$ cat src/rtl/mem_ctrl_pkg.sv
// Shared types and default widths for the memory access controller.
package mem_ctrl_pkg;
    typedef enum logic [1:0] {IDLE, ADDR, WAIT, RESP} state_t;
    typedef enum logic {OWN_FETCH, OWN_DATA} owner_t;

    localparam int DEF_ADDR_W = 16;
    localparam int DEF_DATA_W = 16;
endpackage

$ cat src/rtl/rr_arb2.sv
// Two-input round-robin picker: a lone request wins outright, a tie goes to
// whichever requester did not own the previous access.
module rr_arb2
    import mem_ctrl_pkg::*;
(
    input  logic [1:0] req,
    input  logic       last_owner,
    output logic       grant_valid,
    output logic       grant_owner
);
    // req[0] is fetch, req[1] is data
    always_comb begin
        grant_valid = |req;
        grant_owner = logic'(OWN_FETCH);
        if (req == 2'b10) begin
            grant_owner = logic'(OWN_DATA);
        end else if (req == 2'b11 && last_owner == logic'(OWN_FETCH)) begin
            grant_owner = logic'(OWN_DATA);
        end
    end
endmodule

$ cat src/rtl/mem_access_ctrl.sv
// Shares one memory port and the MAR between instruction fetch and data
// load/store, holding the read/write strobe for MEM_LATENCY cycles per access.
module mem_access_ctrl
    import mem_ctrl_pkg::*;
#(
    parameter int ADDR_W      = DEF_ADDR_W,
    parameter int DATA_W      = DEF_DATA_W,
    parameter int MEM_LATENCY = 2
) (
    input  logic              clk,
    input  logic              reset,
    input  logic              fetch_req,
    input  logic [ADDR_W-1:0] fetch_addr,
    output logic              fetch_gnt,
    output logic              fetch_rvalid,
    output logic [DATA_W-1:0] fetch_rdata,
    input  logic              data_req,
    input  logic              data_we,
    input  logic [ADDR_W-1:0] data_addr,
    input  logic [DATA_W-1:0] data_wdata,
    output logic              data_gnt,
    output logic              data_rvalid,
    output logic [DATA_W-1:0] data_rdata,
    output logic [ADDR_W-1:0] mar_addr,
    output logic              mar_load,
    output logic              mem_re,
    output logic              mem_we,
    output logic [DATA_W-1:0] mem_wdata,
    input  logic [DATA_W-1:0] mem_rdata,
    output logic              busy
);
    // state | meaning
    // IDLE  | waiting for a request; arbiter result sampled each edge
    // ADDR  | owner's gnt and MAR load strobe asserted for one cycle
    // WAIT  | mem_re or mem_we held for MEM_LATENCY cycles
    // RESP  | owner's rvalid pulse, last_owner updated

    localparam int CNT_W = (MEM_LATENCY > 1) ? $clog2(MEM_LATENCY) : 1;

    state_t            state;
    owner_t            owner;
    owner_t            last_owner;
    logic [ADDR_W-1:0] addr_q;
    logic              we_q;
    logic [DATA_W-1:0] wdata_q;
    logic [CNT_W-1:0]  cnt;
    logic              grant_valid;
    logic              grant_owner;

    rr_arb2 u_arb (
        .req         ({data_req, fetch_req}),
        .last_owner  (last_owner),
        .grant_valid (grant_valid),
        .grant_owner (grant_owner)
    );

    assign mar_addr = addr_q;
    assign busy     = (state != IDLE);

    always_ff @(posedge clk or negedge reset) begin
        if (!reset) begin
            state        <= IDLE;
            owner        <= OWN_FETCH;
            last_owner   <= OWN_DATA;
            addr_q       <= '0;
            we_q         <= 1'b0;
            wdata_q      <= '0;
            cnt          <= '0;
            fetch_gnt    <= 1'b0;
            data_gnt     <= 1'b0;
            fetch_rvalid <= 1'b0;
            data_rvalid  <= 1'b0;
            fetch_rdata  <= '0;
            data_rdata   <= '0;
            mar_load     <= 1'b0;
            mem_re       <= 1'b0;
            mem_we       <= 1'b0;
            mem_wdata    <= '0;
        end else begin
            case (state)
                IDLE: begin
                    if (grant_valid) begin
                        owner     <= owner_t'(grant_owner);
                        addr_q    <= (grant_owner == logic'(OWN_FETCH)) ? fetch_addr : data_addr;
                        we_q      <= (grant_owner == logic'(OWN_DATA)) && data_we;
                        wdata_q   <= data_wdata;
                        fetch_gnt <= (grant_owner == logic'(OWN_FETCH));
                        data_gnt  <= (grant_owner == logic'(OWN_DATA));
                        mar_load  <= 1'b1;
                        state     <= ADDR;
                    end
                end
                ADDR: begin
                    fetch_gnt <= 1'b0;
                    data_gnt  <= 1'b0;
                    mar_load  <= 1'b0;
                    cnt       <= CNT_W'(MEM_LATENCY - 1);
                    mem_re    <= !we_q;
                    mem_we    <= we_q;
                    mem_wdata <= we_q ? wdata_q : '0;
                    state     <= WAIT;
                end
                WAIT: begin
                    if (cnt == '0) begin
                        mem_re    <= 1'b0;
                        mem_we    <= 1'b0;
                        mem_wdata <= '0;
                        if (!we_q) begin
                            if (owner == OWN_FETCH) fetch_rdata <= mem_rdata;
                            else                    data_rdata  <= mem_rdata;
                        end
                        fetch_rvalid <= (owner == OWN_FETCH);
                        data_rvalid  <= (owner == OWN_DATA);
                        state        <= RESP;
                    end else begin
                        cnt <= cnt - 1'b1;
                    end
                end
                RESP: begin
                    fetch_rvalid <= 1'b0;
                    data_rvalid  <= 1'b0;
                    last_owner   <= owner;
                    state        <= IDLE;
                end
                default: state <= IDLE;
            endcase
        end
    end
endmodule

$ cat config.mk
export PLATFORM = sky130hd
export DESIGN_NAME = mem_access_ctrl
export DESIGN_NICKNAME = d
export VERILOG_FILES = /design/src/rtl/mem_ctrl_pkg.sv /design/src/rtl/rr_arb2.sv /design/src/rtl/mem_access_ctrl.sv
export SDC_FILE = /design/constraint.sdc
export NUM_CORES = 1
export LEC_CHECK = 0
export CAP_MARGIN = 30
export CORE_UTILIZATION = 44
export CTS_BUF_LIST = sky130_fd_sc_hd__clkbuf_4
export DETAILED_ROUTE_END_ITERATION = 10
export DONT_BUFFER_PORTS = 1
export MAX_ROUTING_LAYER = met4
export PLACE_DENSITY = 0.58
export SLEW_MARGIN = 20
export SYNTH_ARGS = -nofsm -noshare
export SYNTH_HDL_FRONTEND = slang
export SYNTH_HIERARCHICAL = 1
export SYNTH_SLANG_ARGS = --single-unit
$ cat constraint.sdc
create_clock -name clk -period 2.45 [get_ports clk]
set_input_delay 0.6125 -clock clk [delete_from_list [all_inputs] [get_ports clk]]
set_output_delay 0.6125 -clock clk [all_outputs]
set_load 0.005 [all_outputs]
==> results by group <==
Run status
  • Status: finished with violations
  • Failing checks: design-rule violations, negative hold slack

STA
  • Hold_ws: -0.152 ns
  • Final Slew Violations: 0
  • Final clock skew: around 0.017 ns
  • Fmax: a little over 500 MHz
  • Fin crit period: between 1.5 and 2 ns
  • RSZ-0062 raised after global routing: false
  • Final cycle utilization of the critical path: 78.9%
  • Final setup viols: 0
  • Final Hold Fails: between 90 and 100
  • Worst-margin pin slew: 0.477 ns
  • Worst rel slew slack: 68.1%
  • Setup TNS: 0 ns

Floorplan
  • Rows: 34
  • Full die area: 9320 um2
  • Core ar.: between 8000 and 9000 um2
  • Die Width: approximately 97 um
  • Starting Density: between 40% and 50%
  • Chip Height: approximately 97 um
  • IO Count: ~140

Clocking
  • H-tree Lvls: 3
  • Clock latency on the worst-skew pair: about 0.43 ns
  • Cts bufs inserted: 9
  • Post-CTS setup buffer count: 0
  • CTS tree: done
  • Clock sink count: 93
  • CTS Root Cell: clkbuf_4
  • Reg clk slew, reported paths: approximately 0.15 ns
  • Clock Tree Buf Depth: 2

Pwr
  • Reg power frac: 52.2%
  • Gate power share: 29.6%
  • Leakage: between 1.5 and 2 nW
  • Sw Ratio: 33.0%
  • Clock group share of total power: 18.2%
  • Worst VDD drop: 0.000406 V
  • P_int: approximately 0.0035 W
  • Switch Pwr: between 0.0015 and 0.002 W
  • PD cells: about 1200 nW/um2

GRT
  • Global Route Usage Sum: about 16%
  • Initial antenna violation count: 0
  • Total grt overflow: 0
  • First-pass GRT wire length: ~10 mm
  • Number of global-route vias before repair: a little over 2000
  • Pin count of the biggest net entering global routing: 94

Synthesis
  • Syn Area/Cell: 12.9 um2
  • Syn Inst Count: just over 300
  • Post-synthesis cell type count: 27
  • Seq cells post-synth: between 90 and 100
  • Post-synthesis sequential area ratio: 59.2%
  • Post-synth top area share: approximately three fifths
  • Largest area contributor in the netlist: dfrtp_1
  • Cell Area, Synth: 3930 um2
  • Syn nets: between 300 and 400
  • Ranking of synthesized cells by area: dfrtp_1 59%, mux2_2 15%, mux2i_1 8.7%
  • Yosys Warn Count: 6

Critical path
  • Crit path DAT: between 1 and 1.5 ns
  • RR Endpoint: mem_wdata[15]
  • Startpoint types: flip-flop
  • R2R depth: 5
  • Worst r2r src: state[0]
  • Crit. End Element: output pin
  • Critical Path RT: about 1.8 ns
  • CP Max Fanout: 5
  • Setup Crit Path Kind: reg -> out
  • Setup slack, reg-to-reg: 0.56 ns

Drt
  • Via count: around 2200
  • Initial drt markers: 52
  • Drt first pass iters: 7
  • Post-route ant nets: 0
  • Vias per cell: around 5.2
  • Final WL: just under 7 mm
  • Routed len/inst: approximately 16 um
  • Drt drc: 1

Min path
  • Worst min-delay path class: in -> async

Layout
  • P&R area growth vs syn: 6.87%
  • Final net count: roughly 380
  • Ant diodes: 0
  • Layout cells sized above 1: roughly a quarter

Placed design
  • Post-DP HPWL: 4.57 mm
  • Number of I/O port buffers: 0
  • Gpl congestion: around 0.78

Flow run
  • Maxcap violations: 0
==> final cells by class <==
type                       instances  area (um2)
inverter                          20        75.1
clock inverter                     4        72.6
tap                              108         135
fill                             787        4480
clock buffer                      12        90.1
multi-input combinational        177        1460
timing repair buffer               6        45.0
sequential                        93        2330
==> through the flow <==
| stage | power [W] | std cells | util, % | setup slack [ns] | cell area, um2 |
|---|---|---|---|---|---|
| global placement | 0.00426 | 404 | 46.6 | 0.537 | 4040 |
| floorplan | 0.00395 | 304 | - | 0.625 | 3930 |
| global route | 0.00559 | 420 | 48.4 | 0.378 | 4200 |
| finish | 0.00517 | 420 | 48.4 | 0.518 | 4200 |
| CTS | 0.00526 | 420 | 48.4 | 0.461 | 4200 |
| detailed placement | 0.00431 | 404 | 46.6 | 0.475 | 4040 |
==> synthesized netlist by cell type <==
| cell | n |
|---|---|
| nor2b_1 | 2 |
| clkbuf_2 | 1 |
| o21ai_0 | 20 |
| o31ai_1 | 2 |
| clkbuf_1 | 5 |
| mux2i_4 | 1 |
| dfstp_2 | 1 |
| mux2_1 | 1 |
| a2bb2oi_1 | 1 |
| nor3_4 | 1 |
| ha_1 | 7 |
| mux2i_1 | 34 |
| dfrtp_1 | 92 |
| buf_2 | 5 |
| nand3_1 | 1 |
| a22o_1 | 3 |
| nor2_1 | 6 |
| buf_4 | 1 |
| a21boi_0 | 1 |
| nand2_1 | 41 |
| inv_1 | 20 |
| or2_1 | 1 |
| nand4_1 | 1 |
| buf_6 | 2 |
| nor4b_4 | 1 |
| a21oi_1 | 2 |
| mux2_2 | 51 |
==> layout by cell type (no fill, tap or decap), types with 2 or more instances in the layout <==
master,synthesis,routed
a21oi_1,2,2
nor2b_1,2,2
nand2_1,41,40
o31ai_1,2,2
buf_4,1,6
o21ai_0,20,20
mux2_2,51,51
a22o_1,3,3
inv_1,20,20
ha_1,7,7
bufinv_16,0,2
mux2i_1,34,34
nor2_1,6,6
clkbuf_4,0,12
dfrtp_1,92,92
==> how the worst max path moves through the flow <==
stage / endpoint / slack (ns) / from
global route: mem_wdata[15] / 0.38 / state[0]
CTS: busy / 0.46 / state[0]
global placement: mar_addr[9] / 0.54 / fetch_req
detailed placement: mar_addr[3] / 0.48 / fetch_req
floorplan: fetch_rdata[0] / 0.62 / state[0]
finish: busy / 0.52 / state[0]
==> repair_timing <==
action,in CTS,in global routing
gates resized for setup,0,0
endpoints found under the setup margin,0,0
hold endpoints to repair,93,93
==> power groups by stage <==
stage               sequential, W  combinational, W  clock [W]
floorplan                 0.00258           0.00137          0
global placement          0.00273           0.00152          0
detailed placement        0.00274           0.00157          0
CTS                       0.00271           0.00156   0.000986
global route              0.00282           0.00173    0.00104
finish                    0.00270           0.00153   0.000939
==> logic make-up after synthesis <==
group	count (synthesis)	synth area share [%]
flip-flops	93	59.2
multiplexers	87	24.1
AND/OR/NAND/NOR	54	6.27
buffers and inverters	34	3.91
AO/OA/AOI/OAI	29	4.26
adder cells (fa/ha/maj)	7	2.23
==> flip-flops by register name, indices dropped and copies added (netlist names) <==
name and flops:
data_rdata 16, fetch_rdata 16, mar_addr 16, mem_wdata 16
wdata_q 16, state 2, cnt 1, data_gnt 1
data_rvalid 1, fetch_gnt 1, fetch_rvalid 1, last_owner 1
mar_load 1, mem_re 1, mem_we 1, owner 1
we_q 1
==> metal layers <==
| metal | vias to the layer above | GRT usage, % | routed length (um) |
|---|---|---|---|
| met5 | - | - | 0 |
| met4 | 0 | 8.09 | 124 |
| met3 | 10 | 5.01 | 606 |
| met2 | 104 | 21.3 | 2970 |
| met1 | 1034 | 20.4 | 3100 |
| li1 | 1033 | - | - |
==> worst max-delay path: stages, from the launching register on <==
cell and delay [ns]:
dfrtp_1 0.44, inv_1 0.12, ha_1 0.26, inv_1 0.08
Note: power is estimated with default switching activity, not from simulation.
